File: src/rtl/axi_slice_pkg.sv
// Shared types for the AXI slice blocks.
// Burst length, error counter and W gate state types.
package axi_slice_pkg;

    localparam int unsigned AXI_LEN_W = 8;

    typedef logic [AXI_LEN_W-1:0] axi_len_t;
    typedef logic [7:0]           err_cnt_t;

    typedef enum logic {
        GATE_IDLE,
        GATE_BURST
    } gate_state_e;

    // Increment that sticks at all-ones.
    function automatic err_cnt_t err_cnt_inc(err_cnt_t v);
        return (v == '1) ? v : v + err_cnt_t'(1);
    endfunction

endpackage

File: src/rtl/axi_w_burst_gate_fifo.sv
// Generic circular FIFO with optional fall-through.
// flush_i empties it synchronously; testmode_i is reserved.
module axi_w_burst_gate_fifo #(
    parameter bit          FALL_THROUGH = 1'b0,
    parameter int unsigned DATA_WIDTH   = 32,
    parameter int unsigned DEPTH        = 8,
    parameter int unsigned ADDR_DEPTH   = (DEPTH > 1) ? $clog2(DEPTH) : 1
) (
    input  logic                  clk_i,
    input  logic                  rst_ni,
    input  logic                  flush_i,
    input  logic                  testmode_i,
    output logic                  full_o,
    output logic                  empty_o,
    output logic [ADDR_DEPTH:0]   usage_o,
    input  logic [DATA_WIDTH-1:0] data_i,
    input  logic                  push_i,
    output logic [DATA_WIDTH-1:0] data_o,
    input  logic                  pop_i
);

    localparam logic [ADDR_DEPTH:0]   MAX_CNT  = (ADDR_DEPTH+1)'(DEPTH);
    localparam logic [ADDR_DEPTH-1:0] LAST_PTR = ADDR_DEPTH'(DEPTH - 1);

    logic [DATA_WIDTH-1:0] mem_q [DEPTH];
    logic [ADDR_DEPTH-1:0] rd_ptr_q;
    logic [ADDR_DEPTH-1:0] wr_ptr_q;
    logic [ADDR_DEPTH:0]   cnt_q;
    logic                  bypass;
    logic                  wr_en;
    logic                  rd_en;
    logic                  unused_testmode;

    assign unused_testmode = testmode_i;

    assign bypass  = FALL_THROUGH && (cnt_q == '0);
    assign full_o  = (cnt_q == MAX_CNT);
    assign empty_o = (cnt_q == '0) && !(FALL_THROUGH && push_i);
    assign usage_o = cnt_q;
    assign data_o  = bypass ? data_i : mem_q[rd_ptr_q];

    assign wr_en = push_i && !full_o && !(bypass && pop_i);
    assign rd_en = pop_i && !empty_o && !bypass;

    // Pointer and occupancy bookkeeping.
    always_ff @(posedge clk_i or negedge rst_ni) begin
        if (!rst_ni) begin
            rd_ptr_q <= '0;
            wr_ptr_q <= '0;
            cnt_q    <= '0;
        end else if (flush_i) begin
            rd_ptr_q <= '0;
            wr_ptr_q <= '0;
            cnt_q    <= '0;
        end else begin
            if (wr_en) begin
                wr_ptr_q <= (wr_ptr_q == LAST_PTR) ? '0 : wr_ptr_q + 1'b1;
            end
            if (rd_en) begin
                rd_ptr_q <= (rd_ptr_q == LAST_PTR) ? '0 : rd_ptr_q + 1'b1;
            end
            cnt_q <= cnt_q + {{ADDR_DEPTH{1'b0}}, wr_en}
                           - {{ADDR_DEPTH{1'b0}}, rd_en};
        end
    end

    // Storage array, write port only.
    always_ff @(posedge clk_i) begin
        if (wr_en) begin
            mem_q[wr_ptr_q] <= data_i;
        end
    end

endmodule

File: src/rtl/axi_w_burst_gate.sv
// Gates W beats by queued AW lengths and checks WLAST.
// Define AXI_W_LAST_FIX_EN to drive WLAST from the counted length.
module axi_w_burst_gate
    import axi_slice_pkg::*;
#(
    parameter int unsigned DATA_WIDTH = 64,
    parameter int unsigned LEN_DEPTH  = 4
) (
    input  logic                  clk_i,
    input  logic                  rst_ni,
    input  logic                  aw_valid_i,
    output logic                  aw_ready_o,
    input  axi_len_t              aw_len_i,
    input  logic                  w_valid_i,
    output logic                  w_ready_o,
    input  logic [DATA_WIDTH-1:0] w_data_i,
    input  logic                  w_last_i,
    output logic                  w_valid_o,
    input  logic                  w_ready_i,
    output logic [DATA_WIDTH-1:0] w_data_o,
    output logic                  w_last_o,
    output logic                  err_o,
    output err_cnt_t              err_cnt_o
);

    localparam int unsigned ADDR_D = (LEN_DEPTH > 1) ? $clog2(LEN_DEPTH) : 1;

    gate_state_e     state_q;
    gate_state_e     state_d;
    axi_len_t        head_len;
    axi_len_t        beat_q;
    logic            q_full;
    logic            q_empty;
    logic [ADDR_D:0] q_usage;
    logic            push;
    logic            pop;
    logic            hs;
    logic            exp_last;
    logic            mismatch;
    logic            err_q;
    err_cnt_t        err_cnt_q;
    logic            unused_empty;

    assign unused_empty = q_empty;

    assign aw_ready_o = !q_full;
    assign push       = aw_valid_i && !q_full;
    assign hs         = w_valid_o && w_ready_i;
    assign exp_last   = (beat_q == head_len);
    assign pop        = hs && exp_last;
    assign mismatch   = hs && (w_last_i != exp_last);
    assign w_data_o   = w_data_i;

`ifdef AXI_W_LAST_FIX_EN
    assign w_last_o = exp_last;
`else
    assign w_last_o = w_last_i;
`endif

    assign err_o     = err_q;
    assign err_cnt_o = err_cnt_q;

    axi_w_burst_gate_fifo #(
        .FALL_THROUGH (1'b0),
        .DATA_WIDTH   (AXI_LEN_W),
        .DEPTH        (LEN_DEPTH),
        .ADDR_DEPTH   (ADDR_D)
    ) i_len_fifo (
        .clk_i      (clk_i),
        .rst_ni     (rst_ni),
        .flush_i    (1'b0),
        .testmode_i (1'b0),
        .full_o     (q_full),
        .empty_o    (q_empty),
        .usage_o    (q_usage),
        .data_i     (aw_len_i),
        .push_i     (push),
        .data_o     (head_len),
        .pop_i      (pop)
    );

    // State register.
    always_ff @(posedge clk_i or negedge rst_ni) begin
        if (!rst_ni) begin
            state_q <= GATE_IDLE;
        end else begin
            state_q <= state_d;
        end
    end

    // Next state and W handshake gating.
    always_comb begin
        state_d   = state_q;
        w_valid_o = 1'b0;
        w_ready_o = 1'b0;
        unique case (state_q)
            GATE_IDLE: begin
                if (push) begin
                    state_d = GATE_BURST;
                end
            end
            GATE_BURST: begin
                w_valid_o = w_valid_i;
                w_ready_o = w_ready_i;
                if (pop && !push && (q_usage == (ADDR_D+1)'(1))) begin
                    state_d = GATE_IDLE;
                end
            end
            default: state_d = GATE_IDLE;
        endcase
    end

    // Beat counter within the head burst.
    always_ff @(posedge clk_i or negedge rst_ni) begin
        if (!rst_ni) begin
            beat_q <= '0;
        end else if (pop) begin
            beat_q <= '0;
        end else if (hs) begin
            beat_q <= beat_q + axi_len_t'(1);
        end
    end

    // WLAST mismatch pulse and saturating count.
    always_ff @(posedge clk_i or negedge rst_ni) begin
        if (!rst_ni) begin
            err_q     <= 1'b0;
            err_cnt_q <= '0;
        end else begin
            err_q <= mismatch;
            if (mismatch) begin
                err_cnt_q <= err_cnt_inc(err_cnt_q);
            end
        end
    end

endmodule

File: config.mk
export PLATFORM = sky130hd
export DESIGN_NAME = axi_w_burst_gate
export DESIGN_NICKNAME = d
export VERILOG_FILES = /design/src/rtl/axi_slice_pkg.sv /design/src/rtl/axi_w_burst_gate_fifo.sv /design/src/rtl/axi_w_burst_gate.sv
export SDC_FILE = /design/constraint.sdc
export NUM_CORES = 1
export LEC_CHECK = 0
export BUFFER_PORTS_ARGS = -buffer_cell sky130_fd_sc_hd__buf_2
export CAP_MARGIN = 20
export CORE_ASPECT_RATIO = 1.2
export CORE_MARGIN = 2
export CORE_UTILIZATION = 40
export CTS_CLUSTER_DIAMETER = 40
export DETAILED_ROUTE_END_ITERATION = 10
export HOLD_SLACK_MARGIN = 0.1
export PLACE_DENSITY = 0.72
export SLEW_MARGIN = 20
export SYNTH_ARGS = -nofsm -noshare
export SYNTH_HDL_FRONTEND = slang
export SYNTH_SLANG_ARGS = --single-unit
File: constraint.sdc
create_clock -name clk_i -period 8.55 [get_ports clk_i]
set_clock_uncertainty 0.15 [all_clocks]
set_input_delay 0.855 -clock clk_i [delete_from_list [all_inputs] [get_ports clk_i]]
set_output_delay 0.855 -clock clk_i [all_outputs]
set_load 0.01 [all_outputs]
* After elaboration in Yosys (flattened, before gate mapping)
Memory sizes are Yosys's and may differ from the RTL's.
Cells that the tools add are included.
** Cells by class
- Add/subtract/negate cells :: 6
- Equality and inequality tests :: 7
- Muxes and demuxes :: 11
- Bitwise gates (word level) :: 2
- Reductions and logical operators :: 14
** Operators with widths (number)
- adder 8 x 1 -> 8 bit (second input constant) :: 2
- 2-to-1 mux 8 bit :: 2
- equality test 8 bit :: 1
- equality test 8 bit (second input constant) :: 1
- logical AND 1 bit :: 8
- 2-to-1 mux 1 bit :: 6
- adder 2 x 1 -> 2 bit (second input constant) :: 2
- equality test 2 bit (second input constant) :: 2
- 2-to-1 mux 2 bit :: 2
- adder 3 x 1 -> 3 bit :: 1
- equality test 3 x 1 -> 1 bit (second input constant) :: 1
- equality test 3 bit (second input constant) :: 1
- zero test 1 bit :: 3
- zero test 3 bit :: 1
- subtractor 3 x 1 -> 3 bit :: 1
- inverter 1 bit :: 2
- one-hot mux 1 bit (2 select lines) :: 1
- AND reduction 2 bit :: 1
- nonzero test 2 bit :: 1
- != test 1 bit :: 1
** Word-level totals
- Register bits :: 25
- Memory bits (writable) :: 32
- Input port bits :: 78
- Output and inout bits :: 77
- Logic and storage cells :: 48
- Memories kept :: 1
** Memories
- i_len_fifo.mem_q :: words 4, bits a word 8, rd ports 1, clocked after Yosys merged registers in 0, write ports 1, RTL line axi_w_burst_gate_fifo.sv:25 : logic [DATA_WIDTH-1:0] mem_q [DEPTH];

* Depth between registers and ports, before layout
- Depth after elaboration :: 8
- Gate-level depth with buffers :: 14
- Depth with buffers taken out :: 12

* By module
Synthesis repeated with hierarchy kept, for this count alone.
** Second synthesis, totals
- Cell total of the unflattened synthesis :: 277
- Area total of the unflattened synthesis :: 3286.9 µm²
** Modules (own cells, without submodules)
- axi_w_burst_gate :: times used 1, cells an instance 186, area an instance 1654.1 µm², seq. area each 450.4 µm²
- axi_w_burst_gate_fifo :: times used 1, cells an instance 91, area an instance 1632.8 µm², seq. area each 1136.1 µm²

* Worst setup path after synthesis
OpenSTA, ideal clock, no wires.
- Path type :: reg-to-reg
- From :: register i_len_fifo.rd_ptr_q[0]
- To :: register i_len_fifo.cnt_q[2], in the netlist i_len_fifo.usage_o[2]
- Setup time :: 0.123 ns
- Arrival time :: 2.873 ns
- Setup slack :: 5.404 ns
- Stages on the path, launching flop included :: 15
- Buffers on the path :: 2
- Clock period less this slack :: 3.146 ns
- Path through :: dfrtp_1 > buf_4 > mux4_2 > xnor2_1 > nand4_1 > nor2_2 > buf_2 > nand2_1 > nor2_2 > ha_1 > inv_1 > ha_1 > fa_1 > xnor2_1 > xnor2_1
** On the way
- Cells in the longest elaborated chain, start to end :: 5
** RTL lines
- start, declared :: RTL line axi_w_burst_gate_fifo.sv:26 : logic [ADDR_DEPTH-1:0] rd_ptr_q;
- start signal, assigned :: RTL line axi_w_burst_gate_fifo.sv:60 : rd_ptr_q <= (rd_ptr_q == LAST_PTR) ? '0 : rd_ptr_q + 1'b1;
- memory (4 x 8 bit)
- equality test 8 bit :: RTL line axi_w_burst_gate.sv:49 : assign exp_last = (beat_q == head_len);
- logical AND 1 bit :: RTL line axi_w_burst_gate.sv:50 : assign pop = hs && exp_last;
- logical AND 1 bit :: RTL line axi_w_burst_gate_fifo.sv:43 : assign rd_en = pop_i && !empty_o && !bypass;
- net i_len_fifo.rd_en :: RTL line axi_w_burst_gate_fifo.sv:31 : logic rd_en;
- subtractor 3 x 1 -> 3 bit :: RTL line axi_w_burst_gate_fifo.sv:63 : - {{ADDR_DEPTH{1'b0}}, rd_en};
- end signal, assigned :: RTL line axi_w_burst_gate_fifo.sv:62 : cnt_q <= cnt_q + {{ADDR_DEPTH{1'b0}}, wr_en}
- end, declared :: RTL line axi_w_burst_gate_fifo.sv:28 : logic [ADDR_DEPTH:0] cnt_q;
The timed path passes the listed nets, and every way through them passes these cells.
A chain may end at the register's enable or synchronous reset.

* Final worst setup path
Ends and elaborated chain as after synthesis.

==> flow_summary.json <==
{
  "post-synth-top-area-fraction": 0.315,
  "ant_nets": 0,
  "pin_count_of_the_biggest_net_entering_global_routing": 26,
  "timing.reg2reg.setup_slack_ns": 4.92,
  "avgRoutedWirePerCell_um": 18.9,
  "die-width_um": 83.7,
  "routed_wirelength_mm": 5.76,
  "total_inserted_antenna_cells": 0,
  "routed-via-count": 1578,
  "whs_ns": 0.366,
  "via_count_of_the_first_global_routing_pass": 1593,
  "grt.total_usage": 0.142,
  "cp_slowest_stage_delay_ns": 0.68,
  "worst_r2r_endpoint": "i_len_fifo.usage_o[2]$_DFF_PN0_",
  "timing.critical_path.to_type": "flip-flop",
  "io-pin-count": 155,
  "worstRegToRegCells": 12,
  "grt_setup_unrepaired": "false",
  "core.rowCount": 34,
  "final_worst_path_period_need_ns": 3.63,
  "cts_inserted_buffers": 9,
  "synth_nets": 332,
  "cap_viol_max_count": 0,
  "avgViaCountPerCell": 5.17,
  "run_status": "finished clean",
  "critical_path.max_fanout": 11,
  "tightestPinTransition_ns": 0.568,
  "grt_util_met2": 0.215,
  "synth_seq_cells": 57,
  "num-nets-final": 298,
  "cts-root-buf": "sky130_fd_sc_hd__clkbuf_8",
  "ys.warnings.count": 0,
  "ctsResizeCount": 0,
  "hpwlAfterDp_mm": 4.62,
  "fmax_ghz": 0.275,
  "setup.worst_path.start_class": "flip-flop",
  "p_leak_nw": 1.18,
  "slew_headroom": 0.621,
  "synthDistinctLibCells": 33,
  "h-tree-depth": 3,
  "gp_routability_congestion": 0.766,
  "design.core.area_mm2": 0.00732,
  "yosysSeqAreaShare": 0.520,
  "finalMaxSlewViolations": 0,
  "initial_utilization": 0.417,
  "yosys-top-cells-area": "sky130_fd_sc_hd__edfxtp_1 32%, sky130_fd_sc_hd__dfrtp_1 21%, sky130_fd_sc_hd__buf_4 16%",
  "drcViolationCount": 0,
  "cts_tree": "built",
  "grt_busiest_layer": "met2",
  "synth_enable_flop_cells": 32,
  "netlist_instances": 244,
  "worstSkewPairLatency_ns": 0.33,
  "average_footprint_of_a_synthesized_cell_um2": 12.5,
  "ys_async_sr_fraction": 0.439,
  "clock_tree.buffer_depth": 2,
  "crit-reg2reg-launch": "i_len_fifo.rd_ptr_q[0]$_DFFE_PN0P_",
  "placement.io_buffers": 26,
  "syn_to_final_growth_pct": -3.49,
  "fraction_of_final_layout_cells_with_drive_strength_greater_than_1": 0.256,
  "synth_ff_type": "sky130_fd_sc_hd__edfxtp_1",
  "critical_path.most_common_cell": "sky130_fd_sc_hd__xnor2_1",
  "setup_tns_ns": 0,
  "antenna_found_initial": 0,
  "cp_data_arrival_time_ns": 3.73,
  "die_h_um": 99.7,
  "criticalPathCategory": "reg2reg",
  "worst_ep_required_time_ns": 8.65,
  "cts_hold_buf": 0,
  "critical_path.slowest_cell": "sky130_fd_sc_hd__dfrtp_1",
  "cts_sinks": 57,
  "seq_area_mm2": 0.00159,
  "die_area_mm2": 0.00834,
  "vdd.ir_drop.worst_v": 0.000153,
  "top_cell_type_by_total_area_after_synthesis": "sky130_fd_sc_hd__edfxtp_1",
  "fillerInstances": 700,
  "grtUsageMet1": 0.128,
  "setup-violations-final": 0,
  "detail_route.iter0.violations": 84,
  "global_route.overflow_total": 0,
  "crit_chain": "mux4_2 > xnor2_1 > nand4_1 > nor2_2 > nand2_1 > nor2_2 > ha_1 > inv_1 > ha_1 > fa_1 > xnor2_1 > xnor2_1",
  "post-cts-setup-buffer-count": 0,
  "firstDrtPassIters": 4,
  "grt_first_pass_wirelength_mm": 8.78,
  "post_synth_instance_area_mm2": 0.00305,
  "multi_input_comb_area_um2": 926,
  "hold_violations": 0,
  "finalCritPeriodShare": 0.425,
  "gr-usage-met3": 0.111,
  "timing.hold.worst.class": "in2async",
  "path_clk_slew_ns": 0.06,
  "p_per_area_mw_per_mm2": 272
}
-- cell families (layout without fill, tap and decap cells) --
| group | count (synthesis) | in the layout | synth area share |
|---|---|---|---|
| AND/OR/NAND/NOR | 54 | 54 | 0.0984 |
| AO/OA/AOI/OAI | 13 | 13 | 0.0242 |
| flip-flops | 57 | 57 | 0.520 |
| adder cells (fa/ha/maj) | 10 | 10 | 0.0435 |
| multiplexers | 13 | 13 | 0.0775 |
| XOR/XNOR | 20 | 20 | 0.0599 |
| buffers and inverters | 77 | 48 | 0.176 |
-- per-stage QoR --
stage | setup slack (ns) | utilization | power [mW] | area (µm²) | instances
global route | 4.54 | 0.402 | 0.855 | 2940 | 305
floorplan | 5.40 | - | 0.574 | 3050 | 244
global placement | 5.02 | 0.380 | 0.589 | 2780 | 289
finish | 4.92 | 0.402 | 0.801 | 2940 | 305
detailed placement | 4.86 | 0.380 | 0.602 | 2780 | 289
CTS | 4.86 | 0.402 | 0.815 | 2940 | 305
-- critical path: cells and delay by family (launching register included) --
kind / cells / cell delay (ns)
and+or+nand+nor: 4 / 0.89
adders and majority gates: 3 / 0.71
DFF: 1 / 0.68
muxes: 1 / 0.58
xor gates and xnor gates: 3 / 0.49
buffers and inverters: 1 / 0.04
-- cells in the mapped netlist (5+ instances only) --
master	count
sky130_fd_sc_hd__a21oi_1	5
sky130_fd_sc_hd__and3_1	9
sky130_fd_sc_hd__buf_4	66
sky130_fd_sc_hd__dfrtp_1	25
sky130_fd_sc_hd__edfxtp_1	32
sky130_fd_sc_hd__ha_1	9
sky130_fd_sc_hd__inv_1	6
sky130_fd_sc_hd__mux4_2	8
sky130_fd_sc_hd__nand2_1	11
sky130_fd_sc_hd__nand3_1	9
sky130_fd_sc_hd__nor2_1	5
sky130_fd_sc_hd__nor3_1	6
sky130_fd_sc_hd__o21ai_0	5
sky130_fd_sc_hd__xnor2_1	13
sky130_fd_sc_hd__xor2_1	6
-- cell type report --
cell class,instances,area share
clock buffers,13,0.0506
clock inverters,3,0.00595
inverters,6,0.00765
multi-input cells,110,0.314
flip-flops and latches,57,0.539
well taps,90,0.0382
repair buffers,26,0.0442
-- layer usage --
layer | routed length, µm | vias to the layer above
li1 | - | 715
met1 | 1780 | 747
met2 | 2740 | 84
met3 | 962 | 32
met4 | 277 | 0
met5 | 0 | -
-- sequential cells by signal (all words and copies together), names as in the netlist --
name / cells
i_len_fifo.usage_o: 3
err_cnt_o: 8
i_len_fifo.wr_ptr_q: 2
i_len_fifo.mem_q: 32
i_len_fifo.rd_ptr_q: 2
beat_q: 8
state_q: 1
err_o: 1
-- cell usage in the layout (no fill, tap or decap), types with 6 or more instances in the layout --
cell type,n
sky130_fd_sc_hd__dfrtp_1,25
sky130_fd_sc_hd__edfxtp_1,32
sky130_fd_sc_hd__nand3_1,9
sky130_fd_sc_hd__buf_2,26
sky130_fd_sc_hd__nor3_1,6
sky130_fd_sc_hd__xnor2_1,13
sky130_fd_sc_hd__xor2_1,6
sky130_fd_sc_hd__clkbuf_8,10
sky130_fd_sc_hd__and3_1,9
sky130_fd_sc_hd__mux4_2,8
sky130_fd_sc_hd__inv_1,6
sky130_fd_sc_hd__ha_1,9
sky130_fd_sc_hd__nand2_1,11
-- where the power goes --
part	switching, mW	leakage, nW	internal [mW]
clock	0.0984	0.0834	0.112
combinational	0.0924	0.493	0.0903
sequential	0.0498	0.607	0.358
-- worst max-delay path by stage --
stage	startpoint	to	slack, ns	cells after the start
floorplan	i_len_fifo.rd_ptr_q[0]$_DFFE_PN0P_	i_len_fifo.usage_o[2]$_DFF_PN0_	5.40	14
global placement	i_len_fifo.rd_ptr_q[0]$_DFFE_PN0P_	i_len_fifo.usage_o[2]$_DFF_PN0_	5.02	12
detailed placement	i_len_fifo.rd_ptr_q[0]$_DFFE_PN0P_	i_len_fifo.usage_o[2]$_DFF_PN0_	4.86	12
CTS	i_len_fifo.rd_ptr_q[0]$_DFFE_PN0P_	i_len_fifo.usage_o[2]$_DFF_PN0_	4.86	12
global route	i_len_fifo.rd_ptr_q[0]$_DFFE_PN0P_	i_len_fifo.usage_o[2]$_DFF_PN0_	4.54	12
finish	i_len_fifo.rd_ptr_q[0]$_DFFE_PN0P_	i_len_fifo.usage_o[2]$_DFF_PN0_	4.92	12
No activity file was read; power rests on OpenSTA's default activity.
